==> config.mk <==
export PLATFORM = sky130hd
export DESIGN_NAME = fixed_point_divider
export DESIGN_NICKNAME = d
export VERILOG_FILES = /design/src/rtl/fixed_point_divider.sv
export SDC_FILE = /design/constraint.sdc
export NUM_CORES = 1
export LEC_CHECK = 0
export BUFFER_PORTS_ARGS = -buffer_cell sky130_fd_sc_hd__buf_2
export CORE_MARGIN = 2
export CORE_UTILIZATION = 40
export DETAILED_ROUTE_END_ITERATION = 8
export PLACE_DENSITY = 0.66
export SYNTH_ARGS = -nofsm -noshare
export SYNTH_HDL_FRONTEND = slang
export SYNTH_SLANG_ARGS = --single-unit
export TNS_END_PERCENT = 100
==> constraint.sdc <==
create_clock -name clk -period 9.25 [get_ports clk]
set_clock_uncertainty 0.05 [all_clocks]
set_input_delay 0.925 -clock clk [delete_from_list [all_inputs] [get_ports clk]]
set_output_delay 0.925 -clock clk [all_outputs]
set_load 0.05 [all_outputs]
==> src/rtl/fixed_point_divider.sv <==
// Sequential signed Q-format divider: radix-2 restoring division on magnitudes, round half away
// from zero, saturate. Define FIXED_POINT_DIVIDER_OVERFLOW_FLAG_EN to add the overflow output.
module fixed_point_divider #(
    parameter int unsigned EXP_WIDTH_A        = 15,
    parameter int unsigned EXP_WIDTH_B        = 15,
    parameter int unsigned EXP_WIDTH_QUOTIENT = 15
) (
    input  logic        clk,
    input  logic        reset,
    input  logic        enable,
    input  logic [15:0] A,
    input  logic [15:0] B,
    output logic [15:0] quotient,
    output logic        done,
    output logic        busy,
    output logic        div_by_zero
`ifdef FIXED_POINT_DIVIDER_OVERFLOW_FLAG_EN
    ,
    output logic        overflow
`endif
);

    localparam int S    = int'(EXP_WIDTH_QUOTIENT) - int'(EXP_WIDTH_A) + int'(EXP_WIDTH_B);
    localparam int N    = 16 + S;
    localparam int MagW = N + 1;
    localparam int CntW = $clog2(N + 1);

    if (S < 0 || S > 16) begin : g_bad_shift
        $fatal(1, "fixed_point_divider: derived shift out of range 0..16");
    end

    typedef enum logic [1:0] {StIdle, StDivide, StFinish} state_e;

    state_e          state_q, state_d;
    logic [N-1:0]    numer_q, numer_d;
    logic [N-1:0]    qraw_q, qraw_d;
    logic [16:0]     rem_q, rem_d;
    logic [15:0]     magb_q, magb_d;
    logic [CntW-1:0] cnt_q, cnt_d;
    logic            sign_q, sign_d;
    logic            sign_a_q, sign_a_d;
    logic            a_zero_q, a_zero_d;
    logic            bz_q, bz_d;
    logic [15:0]     quotient_q, quotient_d;
    logic            done_q, done_d;
    logic            busy_q, busy_d;
    logic            dbz_q, dbz_d;
    logic            ovf_q, ovf_d;

    logic [15:0]     a_mag, b_mag;
    logic [17:0]     trial;
    logic            round_up;
    logic [N:0]      mag_r;

    // 16-bit unsigned negation maps 0x8000 to 32768 without needing a 17th bit.
    assign a_mag = A[15] ? (~A + 16'd1) : A;
    assign b_mag = B[15] ? (~B + 16'd1) : B;

    assign trial    = {rem_q, numer_q[N-1]};
    assign round_up = ({rem_q, 1'b0} >= {2'b00, magb_q});
    assign mag_r    = {1'b0, qraw_q} + {{N{1'b0}}, round_up};

    always_comb begin
        state_d    = state_q;
        numer_d    = numer_q;
        qraw_d     = qraw_q;
        rem_d      = rem_q;
        magb_d     = magb_q;
        cnt_d      = cnt_q;
        sign_d     = sign_q;
        sign_a_d   = sign_a_q;
        a_zero_d   = a_zero_q;
        bz_d       = bz_q;
        quotient_d = quotient_q;
        done_d     = 1'b0;
        busy_d     = busy_q;
        dbz_d      = dbz_q;
        ovf_d      = ovf_q;

        unique case (state_q)
            StIdle: begin
                if (enable) begin
                    sign_d   = A[15] ^ B[15];
                    sign_a_d = A[15];
                    a_zero_d = (A == 16'd0);
                    magb_d   = b_mag;
                    numer_d  = N'(a_mag) << S;
                    rem_d    = '0;
                    qraw_d   = '0;
                    cnt_d    = CntW'(N);
                    bz_d     = (B == 16'd0);
                    busy_d   = 1'b1;
                    state_d  = StDivide;
                end
            end
            StDivide: begin
                // The count==0 pass is the extra edge that keeps latency at N+2.
                if (bz_q || cnt_q == '0) begin
                    state_d = StFinish;
                end else begin
                    if (trial >= {2'b00, magb_q}) begin
                        rem_d  = 17'(trial - {2'b00, magb_q});
                        qraw_d = {qraw_q[N-2:0], 1'b1};
                    end else begin
                        rem_d  = trial[16:0];
                        qraw_d = {qraw_q[N-2:0], 1'b0};
                    end
                    numer_d = {numer_q[N-2:0], 1'b0};
                    cnt_d   = cnt_q - CntW'(1);
                end
            end
            StFinish: begin
                done_d  = 1'b1;
                busy_d  = 1'b0;
                state_d = StIdle;
                if (bz_q) begin
                    dbz_d = 1'b1;
                    ovf_d = 1'b0;
                    if (a_zero_q) begin
                        quotient_d = 16'h0000;
                    end else if (sign_a_q) begin
                        quotient_d = 16'h8000;
                    end else begin
                        quotient_d = 16'h7FFF;
                    end
                end else begin
                    dbz_d = 1'b0;
                    ovf_d = 1'b0;
                    if (!sign_q && mag_r > MagW'(32767)) begin
                        quotient_d = 16'h7FFF;
                        ovf_d      = 1'b1;
                    end else if (sign_q && mag_r > MagW'(32768)) begin
                        quotient_d = 16'h8000;
                        ovf_d      = 1'b1;
                    end else if (sign_q) begin
                        quotient_d = 16'd0 - mag_r[15:0];
                    end else begin
                        quotient_d = mag_r[15:0];
                    end
                end
            end
            default: begin
                state_d = StIdle;
            end
        endcase
    end

    always_ff @(posedge clk or negedge reset) begin
        if (!reset) begin
            state_q    <= StIdle;
            numer_q    <= '0;
            qraw_q     <= '0;
            rem_q      <= '0;
            magb_q     <= '0;
            cnt_q      <= '0;
            sign_q     <= 1'b0;
            sign_a_q   <= 1'b0;
            a_zero_q   <= 1'b0;
            bz_q       <= 1'b0;
            quotient_q <= '0;
            done_q     <= 1'b0;
            busy_q     <= 1'b0;
            dbz_q      <= 1'b0;
            ovf_q      <= 1'b0;
        end else begin
            state_q    <= state_d;
            numer_q    <= numer_d;
            qraw_q     <= qraw_d;
            rem_q      <= rem_d;
            magb_q     <= magb_d;
            cnt_q      <= cnt_d;
            sign_q     <= sign_d;
            sign_a_q   <= sign_a_d;
            a_zero_q   <= a_zero_d;
            bz_q       <= bz_d;
            quotient_q <= quotient_d;
            done_q     <= done_d;
            busy_q     <= busy_d;
            dbz_q      <= dbz_d;
            ovf_q      <= ovf_d;
        end
    end

    assign quotient    = quotient_q;
    assign done        = done_q;
    assign busy        = busy_q;
    assign div_by_zero = dbz_q;

`ifdef FIXED_POINT_DIVIDER_OVERFLOW_FLAG_EN
    assign overflow = ovf_q;
`else
    logic unused_ovf;
    assign unused_ovf = ovf_q;
`endif

endmodule

==> results.sh <==
export IMPL_run_status="finished clean"
export IMPL_track_usage_pct=18.09
export IMPL_fp_dieW_um=139.3
export IMPL_antenna_found_initial=0
export IMPL_worst_pin_slew_ps=956.3
export IMPL_leakage_nw=3.552
export IMPL_utilization_pct=44.61
export IMPL_cts_made_buffers=9
export IMPL_drt_iter0_markers=411
export IMPL_wl_met2_mm=7.832
export IMPL_first_pass_iters=5
export IMPL_rsz0062_at_grt="false"
export IMPL_max_cap_violations=0
export IMPL_ctsHoldBuffers=0
export IMPL_postCtsResizedCells=0
export IMPL_synth_edf_count=0
export IMPL_critPathCaptureType="flop"
export IMPL_synthFlopType="dfrtp_1"
export IMPL_syn_nets=898
export IMPL_ir_drop_mv=0.2001
export IMPL_io_pins=54
export IMPL_die_y_um=139.3
export IMPL_dieArea_mm2=0.01941
export IMPL_cts_tree="built"
export IMPL_fill_cells=1793
export IMPL_cts_buffer_depth=2
export IMPL_powerDensity_mw_per_mm2=379.8
export IMPL_synthesis_area_mm2=0.007325
export IMPL_drc=0
export IMPL_place_gp_congestion=0.8878
export IMPL_met3_length_um=562
export IMPL_ant_nets=0
export IMPL_grt_max_degree=80
export IMPL_grt_pass1_wl_mm=29.46
export IMPL_slew_headroom_pct=36.01
export IMPL_initial_core_util_pct=40.77
export IMPL_setup_viol=0
export IMPL_h_tree_depth=3
export IMPL_async_flop_share_pct=100.0
export IMPL_n_antenna_cell=0
export IMPL_hold_class="reg2reg"
export IMPL_via_per_inst=5.533
export IMPL_path_max_fanout=13
export IMPL_post_cts_buffers=0
export IMPL_dp_cells=1079
export IMPL_routedLengthMet1_mm=8.211
export IMPL_avgRoutedWirePerCell_um=15.39
export IMPL_max_freq_mhz=194.2
export IMPL_period_share_pct=55.67
export IMPL_yosysUniqueCellTypes=77
export IMPL_finalHoldViolations=0
export IMPL_drv_slew=0
export IMPL_insertion_delay_ps=370
export IMPL_grt_remaining_overflow=0
export IMPL_ys_ff_latch=110
export IMPL_core_area_mm2=0.01796
export IMPL_crit_required_ps=9450
export IMPL_drive_gt1_share_pct=12.01
export IMPL_route_final_wire_length_mm=16.86
export IMPL_worstSetupPathType="reg2reg"
export IMPL_stdcell_count=1095
export IMPL_cts_root_buf="clkbuf_16"
export IMPL_worst_ep_arrival_time_ps=5350
export IMPL_clkSlewWorstSetupHoldPaths_ps=80
export IMPL_layout_common_cells="113 x nand2_1, 110 x dfrtp_1, 58 x o21ai_0"
export IMPL_place_hpwl_mm=11.75
export IMPL_highest_layer="met4"
export IMPL_area_growth_pct=9.395
export IMPL_avgSynthCellArea_um2=8.740
export IMPL_nets=921
export IMPL_grt_pass1_vias=5960
export IMPL_yosysSeqAreaShare_pct=37.58
export IMPL_yosysWarnings=0
export IMPL_final_common_cell="nand2_1"
export IMPL_syn_instance_count=838
export IMPL_final_min_clock_period_ps=5149
export IMPL_cp_start_kind="flop"
export IMPL_tns_ps=0
export IMPL_clock_sinks=110
export IMPL_num_rows=49
export IMPL_vias=6059
export IMPL_numPortBuffers=53
==> sequential cells by signal, summed over array words and instances, names as in the netlist <==
register	count
qraw_q	31
div_by_zero	1
magb_q	16
bz_q	1
numer_q	16
a_zero_q	1
rem_q	17
state_q	2
sign_a_q	1
sign_q	1
quotient	16
cnt_q	5
done	1
busy	1
==> worst max-delay path, cell delays in order, from the launching register on <==
cell	delay [ps]
dfrtp_1	410
ha_1	370
and3_1	220
nand4_1	180
or4_1	570
o21ai_0	210
ha_1	280
ha_1	430
nand4_4	260
nor4_4	290
mux2_2	370
a31oi_1	180
o2111ai_2	240
o31a_1	370
a21o_1	350
o22a_1	250
==> Yosys cell counts, types with 7 or more instances <==
cell type  count  area [um2]
a21o_1        10       75.07
a21oi_1       26       130.1
a22oi_1       12       90.09
and2_1        11       68.82
and3_1         7       43.79
buf_4          7       52.55
clkbuf_1      33       123.9
dfrtp_1      110        2753
ha_1          24       300.3
inv_1         39       146.4
mux2i_1       17       170.2
nand2_1      113       424.2
nand3_1       57       285.3
nand4_1       11       68.82
nor2_1        38       142.6
nor2b_1        8       50.05
nor3_1        18       90.09
o21ai_0       58       290.3
o21ai_1       18       90.09
o22a_1        13       113.9
o31ai_1       19       142.6
xnor2_1       37       324.1
xor2_1        34       297.8
==> path summary, 6_finish.rpt <==
check                                to  slack, ps  cells after the start  startpoint
max                        quotient[14]       4100                     15   rem_q[10]
min                           magb_q[7]        430                      2   magb_q[7]
max reg2reg                quotient[14]       4100                     15   rem_q[10]
min reg2reg                   magb_q[7]        430                      2   magb_q[7]
max in group asynchronous     qraw_q[6]       7370                      2       reset
min in group asynchronous    qraw_q[19]        480                      1       reset
==> stage by stage <==
step | hold WS (ps) | power (mW) | setup slack (ps) | cell area, um2
6_report | 434.5 | 3.043 | 4101 | 8013
5_1_grt | 466.8 | 3.318 | 3706 | 8013
4_1_cts | 441.2 | 3.066 | 4137 | 8013
3_5_place_dp | 421.9 | 2.655 | 4192 | 7711
3_3_place_gp | 411.9 | 2.631 | 4264 | 7711
2_1_floorplan | 399.8 | 2.309 | 4807 | 7325
==> final cells by class <==
type                            instances  area, um2  share of cell area, %
Tap cell                              229      286.5                  3.576
Clock buffer                            9      225.2                  2.811
Sequential cell                       110       2753                  34.35
Timing Repair Buffer                   61      327.8                  4.091
Multi-Input combinational cell        638       4190                  52.30
Inverter                               41      153.9                  1.921
Clock inverter                          7      76.32                 0.9525
==> logic make-up (layout without fill, tap and decap cells) <==
kind of cell	Yosys count	after routing	share of synthesized area (%)
DFF	110	110	37.58
AOI/OAI and AO/OA	206	206	18.77
adders and majority gates	25	25	4.373
muxes	21	21	2.938
and+or+nand+nor	315	315	22.50
xor gates and xnor gates	71	71	8.490
buffers and inverters	90	118	5.347
==> power by group <==
part | leakage [nW] | switching, mW | internal [mW] | total, mW
combinational | 2.04 | 0.988 | 0.723 | 1.71
clock | 0.145 | 0.203 | 0.192 | 0.395
sequential | 1.36 | 0.240 | 0.697 | 0.937
total | 3.55 | 1.43 | 1.61 | 3.04
==> metal layers <==
layer / vias up / global-route usage [%]
met5: - / 0
met4: 0 / 4.572
met3: 16 / 3.785
met2: 98 / 29.46
met1: 2909 / 24.68
li1: 3036 / -
(Power assumes the default switching activity.)
